[src/rtl/add_sequencer.sv]
// Multi-word adder that reuses one 16-bit lookahead slice for NWORDS cycles, lowest slice first.
// Optional subtract mode is enabled by defining ADD_SEQUENCER_SUB_EN.
module add_sequencer #(
    parameter int NWORDS = 4
) (
    input  logic                 clk,
    input  logic                 rst,
    input  logic                 start,
    input  logic [16*NWORDS-1:0] a,
    input  logic [16*NWORDS-1:0] b,
    input  logic                 cin,
`ifdef ADD_SEQUENCER_SUB_EN
    input  logic                 sub,
`endif
    output logic                 busy,
    output logic                 done,
    output logic [16*NWORDS-1:0] sum,
    output logic                 cout,
    output logic                 overflow
);

    // state | meaning
    // IDLE  | waiting for start
    // RUN   | one slice added per cycle, idx selects the slice
    // DONE  | result valid for this cycle; a new start may be accepted
    typedef enum logic [1:0] {IDLE, RUN, DONE} state_t;

    state_t                 state_q, state_d;
    logic [2:0]             idx_q, idx_d;
    logic [16*NWORDS-1:0]   a_q, a_d, b_q, b_d, sum_q, sum_d;
    logic                   carry_q, carry_d, cout_q, cout_d, ovf_q, ovf_d;
    logic [15:0]            a_sl, b_sl;
    logic [17:0]            res;
    logic                   last;
    logic [16*NWORDS-1:0]   b_eff;
    logic                   c_init;

    // Returns {carry into bit 15, carry out of bit 15, 16-bit sum}.
    function automatic logic [17:0] slice_add(input logic [15:0] x, input logic [15:0] y,
                                              input logic ci);
        logic [15:0] p, g, s;
        logic [16:0] c;
        logic [4:0]  cg;
        logic        gg, pg;
        p  = x | y;
        g  = x & y;
        c  = '0;
        cg = '0;
        cg[0] = ci;
        for (int k = 0; k < 4; k++) begin
            gg = 1'b0;
            pg = 1'b1;
            for (int j = 0; j < 4; j++) begin
                gg = g[4*k+j] | (p[4*k+j] & gg);
                pg = pg & p[4*k+j];
            end
            cg[k+1] = gg | (pg & cg[k]);
        end
        for (int k = 0; k < 4; k++) begin
            c[4*k] = cg[k];
            for (int j = 0; j < 3; j++) begin
                c[4*k+j+1] = g[4*k+j] | (p[4*k+j] & c[4*k+j]);
            end
        end
        c[16] = cg[4];
        s = x ^ y ^ c[15:0];
        return {c[15], c[16], s};
    endfunction

`ifdef ADD_SEQUENCER_SUB_EN
    // Subtract is a + ~b + 1, so the latched b is already inverted.
    assign b_eff  = sub ? ~b : b;
    assign c_init = sub ? 1'b1 : cin;
`else
    assign b_eff  = b;
    assign c_init = cin;
`endif

    always_comb begin
        a_sl = '0;
        b_sl = '0;
        for (int i = 0; i < NWORDS; i++) begin
            if (idx_q == 3'(i)) begin
                a_sl = a_q[16*i +: 16];
                b_sl = b_q[16*i +: 16];
            end
        end
        res  = slice_add(a_sl, b_sl, carry_q);
        last = (idx_q == 3'(NWORDS-1));
    end

    always_comb begin
        state_d = state_q;
        idx_d   = idx_q;
        a_d     = a_q;
        b_d     = b_q;
        sum_d   = sum_q;
        carry_d = carry_q;
        cout_d  = cout_q;
        ovf_d   = ovf_q;
        case (state_q)
            IDLE: begin
                if (start) state_d = RUN;
            end
            RUN: begin
                for (int i = 0; i < NWORDS; i++) begin
                    if (idx_q == 3'(i)) sum_d[16*i +: 16] = res[15:0];
                end
                carry_d = res[16];
                idx_d   = idx_q + 3'd1;
                if (last) begin
                    cout_d  = res[16];
                    ovf_d   = res[17] ^ res[16];
                    state_d = DONE;
                end
            end
            DONE: begin
                state_d = start ? RUN : IDLE;
            end
            default: state_d = IDLE;
        endcase
        if (start && (state_q != RUN)) begin
            idx_d   = '0;
            a_d     = a;
            b_d     = b_eff;
            carry_d = c_init;
        end
    end

    always_ff @(posedge clk) begin
        if (rst) begin
            state_q <= IDLE;
            idx_q   <= '0;
            a_q     <= '0;
            b_q     <= '0;
            sum_q   <= '0;
            carry_q <= 1'b0;
            cout_q  <= 1'b0;
            ovf_q   <= 1'b0;
        end else begin
            state_q <= state_d;
            idx_q   <= idx_d;
            a_q     <= a_d;
            b_q     <= b_d;
            sum_q   <= sum_d;
            carry_q <= carry_d;
            cout_q  <= cout_d;
            ovf_q   <= ovf_d;
        end
    end

    assign busy     = (state_q == RUN);
    assign done     = (state_q == DONE);
    assign sum      = sum_q;
    assign cout     = cout_q;
    assign overflow = ovf_q;

endmodule
[config.mk]
export PLATFORM = sky130hd
export DESIGN_NAME = add_sequencer
export DESIGN_NICKNAME = d
export VERILOG_FILES = /design/src/rtl/add_sequencer.sv
export SDC_FILE = /design/constraint.sdc
export NUM_CORES = 1
export LEC_CHECK = 0
export CAP_MARGIN = 25
export CORE_MARGIN = 1.5
export CORE_UTILIZATION = 50
export CTS_CLUSTER_SIZE = 30
export DETAILED_ROUTE_END_ITERATION = 7
export GPL_ROUTABILITY_DRIVEN = 0
export PLACE_DENSITY = 0.84
export SLEW_MARGIN = 30
export SYNTH_ARGS = -nofsm -noshare
export SYNTH_HDL_FRONTEND = slang
export SYNTH_SLANG_ARGS = --single-unit
[constraint.sdc]
create_clock -name clk -period 7.6 [get_ports clk]
set_clock_uncertainty 0.1 [all_clocks]
set_input_delay 1.14 -clock clk [delete_from_list [all_inputs] [get_ports clk]]
set_output_delay 1.14 -clock clk [all_outputs]
set_load 0.01 [all_outputs]
# == Word level (Yosys, flattened, before mapping) ==
# Index checks and enable logic that the tools add are counted.
# op_classes
add_sub_neg,1
multipliers,0
div_mod_pow,0
order_cmp,0
eq_ne,8
shift,0
n_mux,14
bitwise_logic,73
n_reduce_logical,10
# ops
cell,count
$mux W16,8
$and A1 B1 Y1,40
$xor A16 B16 Y16,2
$or A1 B1 Y1,28
$and A16 B16 Y16,1
$or A16 B16 Y16,1
$reduce_and A2 Y1,5
$eq A3 B2 Y1 const B,2
$pmux W2 S3,1
$mux W2,2
$ne A2 B1 Y1 const B,2
$add A3 B1 Y3 const B,1
$eq A3 B1 Y1 const B,1
$logic_not A3 Y1,1
$mux W1,3
$eq A2 B1 Y1 const B,1
$eq A2 B2 Y1 const B,1
$logic_not A2 Y1,1
$ne A2 B2 Y1 const B,1
$reduce_bool A2 Y1,1
$reduce_or A2 Y1,1
$logic_and A1 B1 Y1,1
$xor A1 B1 Y1,1
# totals
reg_bits,200
latch_bits,0
ram_bits,0
romBits,0
output_inout_bits,68
mem_count,0

# == Longest topological paths before layout ==
# logic_depth
ltp_word,24
mapped_depth,22
depth_no_buf,21

# == Worst setup path before layout ==
# No wires, ideal clock.
# synth_path
path_kind,flip-flop to flip-flop
from,register idx_q[0]
to,"register ovf_q, in the netlist overflow"
arrival_time_ns,4.389
required_ns,7.427
setup_slack_ns,3.038
path_stages_with_launch,19
n_path_buf,3
period_less_slack_ns,4.562
path_cell_list,dfxtp_1 -> ha_1 -> ha_1 -> clkbuf_1 -> clkbuf_1 -> clkbuf_1 -> a21oi_1 -> ha_1 -> or4_4 -> o21bai_1 -> a21o_1 -> fa_1 -> inv_1 -> fa_1 -> fa_1 -> nand2_1 -> a211oi_1 -> mux2_4 -> nor3_2
# synth_via
elab_chain_len,24
word_cells_on_any_way,66
# synth_lines
item,line,rtl
start: declaration,29,"logic [2:0] idx_q, idx_d;"
start signal: assignment,142,idx_q <= idx_d;
$logic_not A3 Y1,83,if (idx_q == 3'(i)) begin
$mux W16 (4 in a row),83,
$or A16 B16 Y16 or $and A16 B16 Y16 (tied branches),"45, 46",
$and A1 B1 Y1,54,gg = g[4*k+j] | (p[4*k+j] & gg);
$or A1 B1 Y1,54,
$and A1 B1 Y1,54,
$or A1 B1 Y1,54,
$and A1 B1 Y1,54,
[5 not listed],--,
$or A1 B1 Y1,57,cg[k+1] = gg | (pg & cg[k]);
$and A1 B1 Y1,62,c[4*k+j+1] = g[4*k+j] | (p[4*k+j] & c[4*k+j]);
$or A1 B1 Y1,62,
$and A1 B1 Y1,62,
$or A1 B1 Y1,62,
$and A1 B1 Y1,62,
$or A1 B1 Y1,62,
$xor A1 B1 Y1,113,ovf_d = res[17] ^ res[16];
end signal: assignment,148,ovf_q <= ovf_d;
end: declaration,31,"logic carry_q, carry_d, cout_q, cout_d, ovf_q, ovf_d;"
# Parallel ways exist; a longest one is shown, timed or not.
# A chain may end at the register's enable or synchronous reset.

# == Final worst setup path ==
# layout_path
from,register idx_q[0]
to,"register sum_q[31], in the netlist sum[31]"
# layout_via
elab_chain_len,24
word_cells_on_any_way,56
# layout_lines
item,line,rtl
$logic_not A3 Y1,83,
$mux W16 (4 in a row),83,
$or A16 B16 Y16 or $and A16 B16 Y16 (tied branches),"45, 46",
$and A1 B1 Y1,54,
$or A1 B1 Y1,54,
$and A1 B1 Y1,54,
$or A1 B1 Y1,54,
$and A1 B1 Y1,54,
[5 not listed],--,
$or A1 B1 Y1,57,
$and A1 B1 Y1,62,
$or A1 B1 Y1,62,
$and A1 B1 Y1,62,
$or A1 B1 Y1,62,
$and A1 B1 Y1,62,
$or A1 B1 Y1,62,
$xor A16 B16 Y16,66,s = x ^ y ^ c[15:0];
end signal: assignment,145,sum_q <= sum_d;
end: declaration,30,"logic [16*NWORDS-1:0] a_q, a_d, b_q, b_d, sum_q, sum_d;"
# Parallel ways exist; a longest one is shown, timed or not.

==> qor.yml <==
outcome: "complete, no violations"
synthArstFlopShare_pct: 0
clock.fmax_mhz: 183
crit_start: "idx_q[0]$_SDFFE_PP0P_"
pre_cts_slack_ns: 2.26
h-tree-depth: 4
crit_type: "flop to flop"
area_delta_synth_final_pct: 28.7
synth_cell_types: 37
dpl.cell_count: 1477
slew_headroom_pct: 37.5
crit_required_ns: 7.87
crit_path_cell_trace: "ha_1, ha_2, buf_4, a21oi_1, ha_1, nor4b_1, o21bai_1, and2_1, o21bai_1, a21o_1, fa_1, inv_1, fa_1, fa_1, xnor2_1, nand2_1, a21oi_1"
chipHeight_um: 137
drt_iter0_markers: 653
start_kind: "flop"
syn_area_sq_um: 8930
hold_viol_final: 0
crit_arrival_ns: 5.73
rsz0062_at_grt: "false"
clk_path_buf_depth: 2
num_vias: 8235
final-setup-viol-count: 0
grt-ovfl-total: 0
rows: 48
yosys_warnings: 0
holdCritPathClass: "flop to flop"
final_util_pct: 66.2
grt_pass1_wl_mm: 37.8
io_pins: 200
synth-main-ff-cell: "dfxtp_1"
grt.total_usage_pct: 26.4
synth_commonest_cells: "nand2_1 (336), a21oi_1 (205), dfxtp_1 (200), nor2_1 (74), clkbuf_1 (64)"
cp_slowest_cell: "ha_2"
drive_above_1_share_pct: 4.75
yosysMostFrequentCell: "nand2_1"
slew_viol_final: 0
io_buffers: 199
irDropWorstVdd_mv: 0.177
synth_largest_area_cell: "dfxtp_1"
cts_hold_buf: 0
hpwl_mm: 17.7
r2r_start: "idx_q[0]$_SDFFE_PP0P_"
fin_tns_setup_ns: 0
synth_edf_count: 0
synth.area.top_cells: "dfxtp_1 (45%), nand2_1 (14%), a21oi_1 (11%)"
post_cts_buffers: 0
fin_ws_ns: 2.14
crit_fanout: 53
post-route-min-period_ns: 5.46
endpoint_kind: "flop"
ys_ff_latch: 200
dieArea_sq_um: 18700
syn_avg_cell_area_sq_um: 7.89
synthCells: 1132
coreArea_sq_um: 17400
cts.sinks: 200
grt_pass1_vias: 7534
critPathMostFrequentCell: "fa_1"
cts_tree: "done"
holdCritStartpoint: "sum[42]$_SDFFE_PP0P_"
fin_crit_sh_pct: 71.9
p_leak_nw: 4.55
yosysSeqAreaShare_pct: 44.8
clkTransAtPathRegs_ns: 0.07
tightest_slew_ns: 0.937
grt_max_degree: 115
wire_per_inst_um: 16.1
synth_top_area_share_pct: 44.8
stdcell_count: 1509
antenna_cells: 0
final_nets: 1452
clock-root-buffer: "clkbuf_16"
cp_slowest_stage_delay_ns: 0.78
numCtsBuffers: 17
antenna_found_initial: 0
avgViaCountPerCell: 5.46
drc: 0
power-per-cell-area_nw_per_um2: 208
max_cap_viol_count: 0
ant_nets: 0
insertion_delay_ns: 0.45
syn-num-nets: 1313
cts_resized: 0
drt-total-wl_mm: 24.3
fp.dieW_um: 137
initial_core_util_pct: 51.5
drt_pass1_iterations: 6
cell type report:
type,count,area [sq um]
clock buffer,20,467
clock inverter,12,92.6
fill,1474,5860
inverter,14,52.6
multi-input combinational,830,4540
sequential,200,4000
tap,225,282
timing repair buffer,208,2060
metrics by stage:
step	total power, mW	instance area, sq um	hold slack (ns)
global placement	1.55	10900	0.341
finish	2.39	11500	0.355
CTS	2.40	11500	0.355
global route	2.48	11500	0.365
detailed placement	1.56	10900	0.345
floorplan	1.38	8930	0.336
critical path, delay by kind of cell (launching register included):
kind / cells / cell delay, ns
AOI/OAI and AO/OA: 5 / 0.94
xor gates and xnor gates: 1 / 0.35
adders and majority gates: 6 / 2.32
buffers and inverters: 2 / 0.58
DFF: 1 / 0.41
and+or+nand+nor: 3 / 0.67
power by group:
group / internal, mW / total, mW / switching, mW
sequential: 1.10 / 1.14 / 0.0348
clock: 0.449 / 0.855 / 0.406
combinational: 0.175 / 0.403 / 0.228
state kept, by name, summed over array words and instances (netlist names):
signal,cells
state_q,2
b_q,64
overflow,1
sum,64
idx_q,3
cout,1
a_q,64
carry_q,1
layout by cell type, fill, tap and decap left out, types with 2 or more instances in the layout:
cell             netlist  routed
inv_6                  0       4
xnor2_1                4       4
dfxtp_1              200     200
nor2b_2                0       2
nor2b_1                5       3
buf_4                  0       8
inv_2                  2       2
a221oi_1              32      32
buf_6                  2       2
nor2_1                74      72
clkbuf_8               0       3
nor3_1                34      34
a21o_1                33      33
a211oi_1              32      32
a21oi_1              205     205
o31ai_1                2       2
and2_1                 3       2
nand2_1              336     334
and2_2                 1       2
clkinv_4               0       4
clkinv_2               0       3
ha_1                  37      36
nand2_2                1       2
inv_1                 12      12
fa_1                  12      12
clkbuf_16              0      17
o21bai_1               5       5
clkdlybuf4s50_1        0     198
per-layer routing:
layer	global-route usage, %	vias to the layer above	part of all wire (%)
li1	-	4089	-
met1	34.6	3779	43
met2	43.1	331	47
met3	5.30	36	7.6
met4	9.34	0	2.2
met5	0	-	0
cells by family after synthesis:
logic type,after synthesis,share of synthesized area [%]
simple gates,462,20.8
compound gates,314,21.2
flops,200,44.8
buf+inv,102,4.75
fa+ha+maj,49,7.87
xor+xnor,4,0.392
mux,1,0.168
path summary, 6_finish.rpt:
| path | endpoint | slack, ns | cells after the start |
|---|---|---|---|
| worst min register to register | sum[42]$_SDFFE_PP0P_ | 0.36 | 2 |
| worst max-delay path | sum[31]$_SDFFE_PP0P_ | 2.14 | 17 |
| worst max register to register | sum[31]$_SDFFE_PP0P_ | 2.14 | 17 |
| worst min-delay path | sum[42]$_SDFFE_PP0P_ | 0.36 | 2 |
No activity file was read; power rests on OpenSTA's default activity.
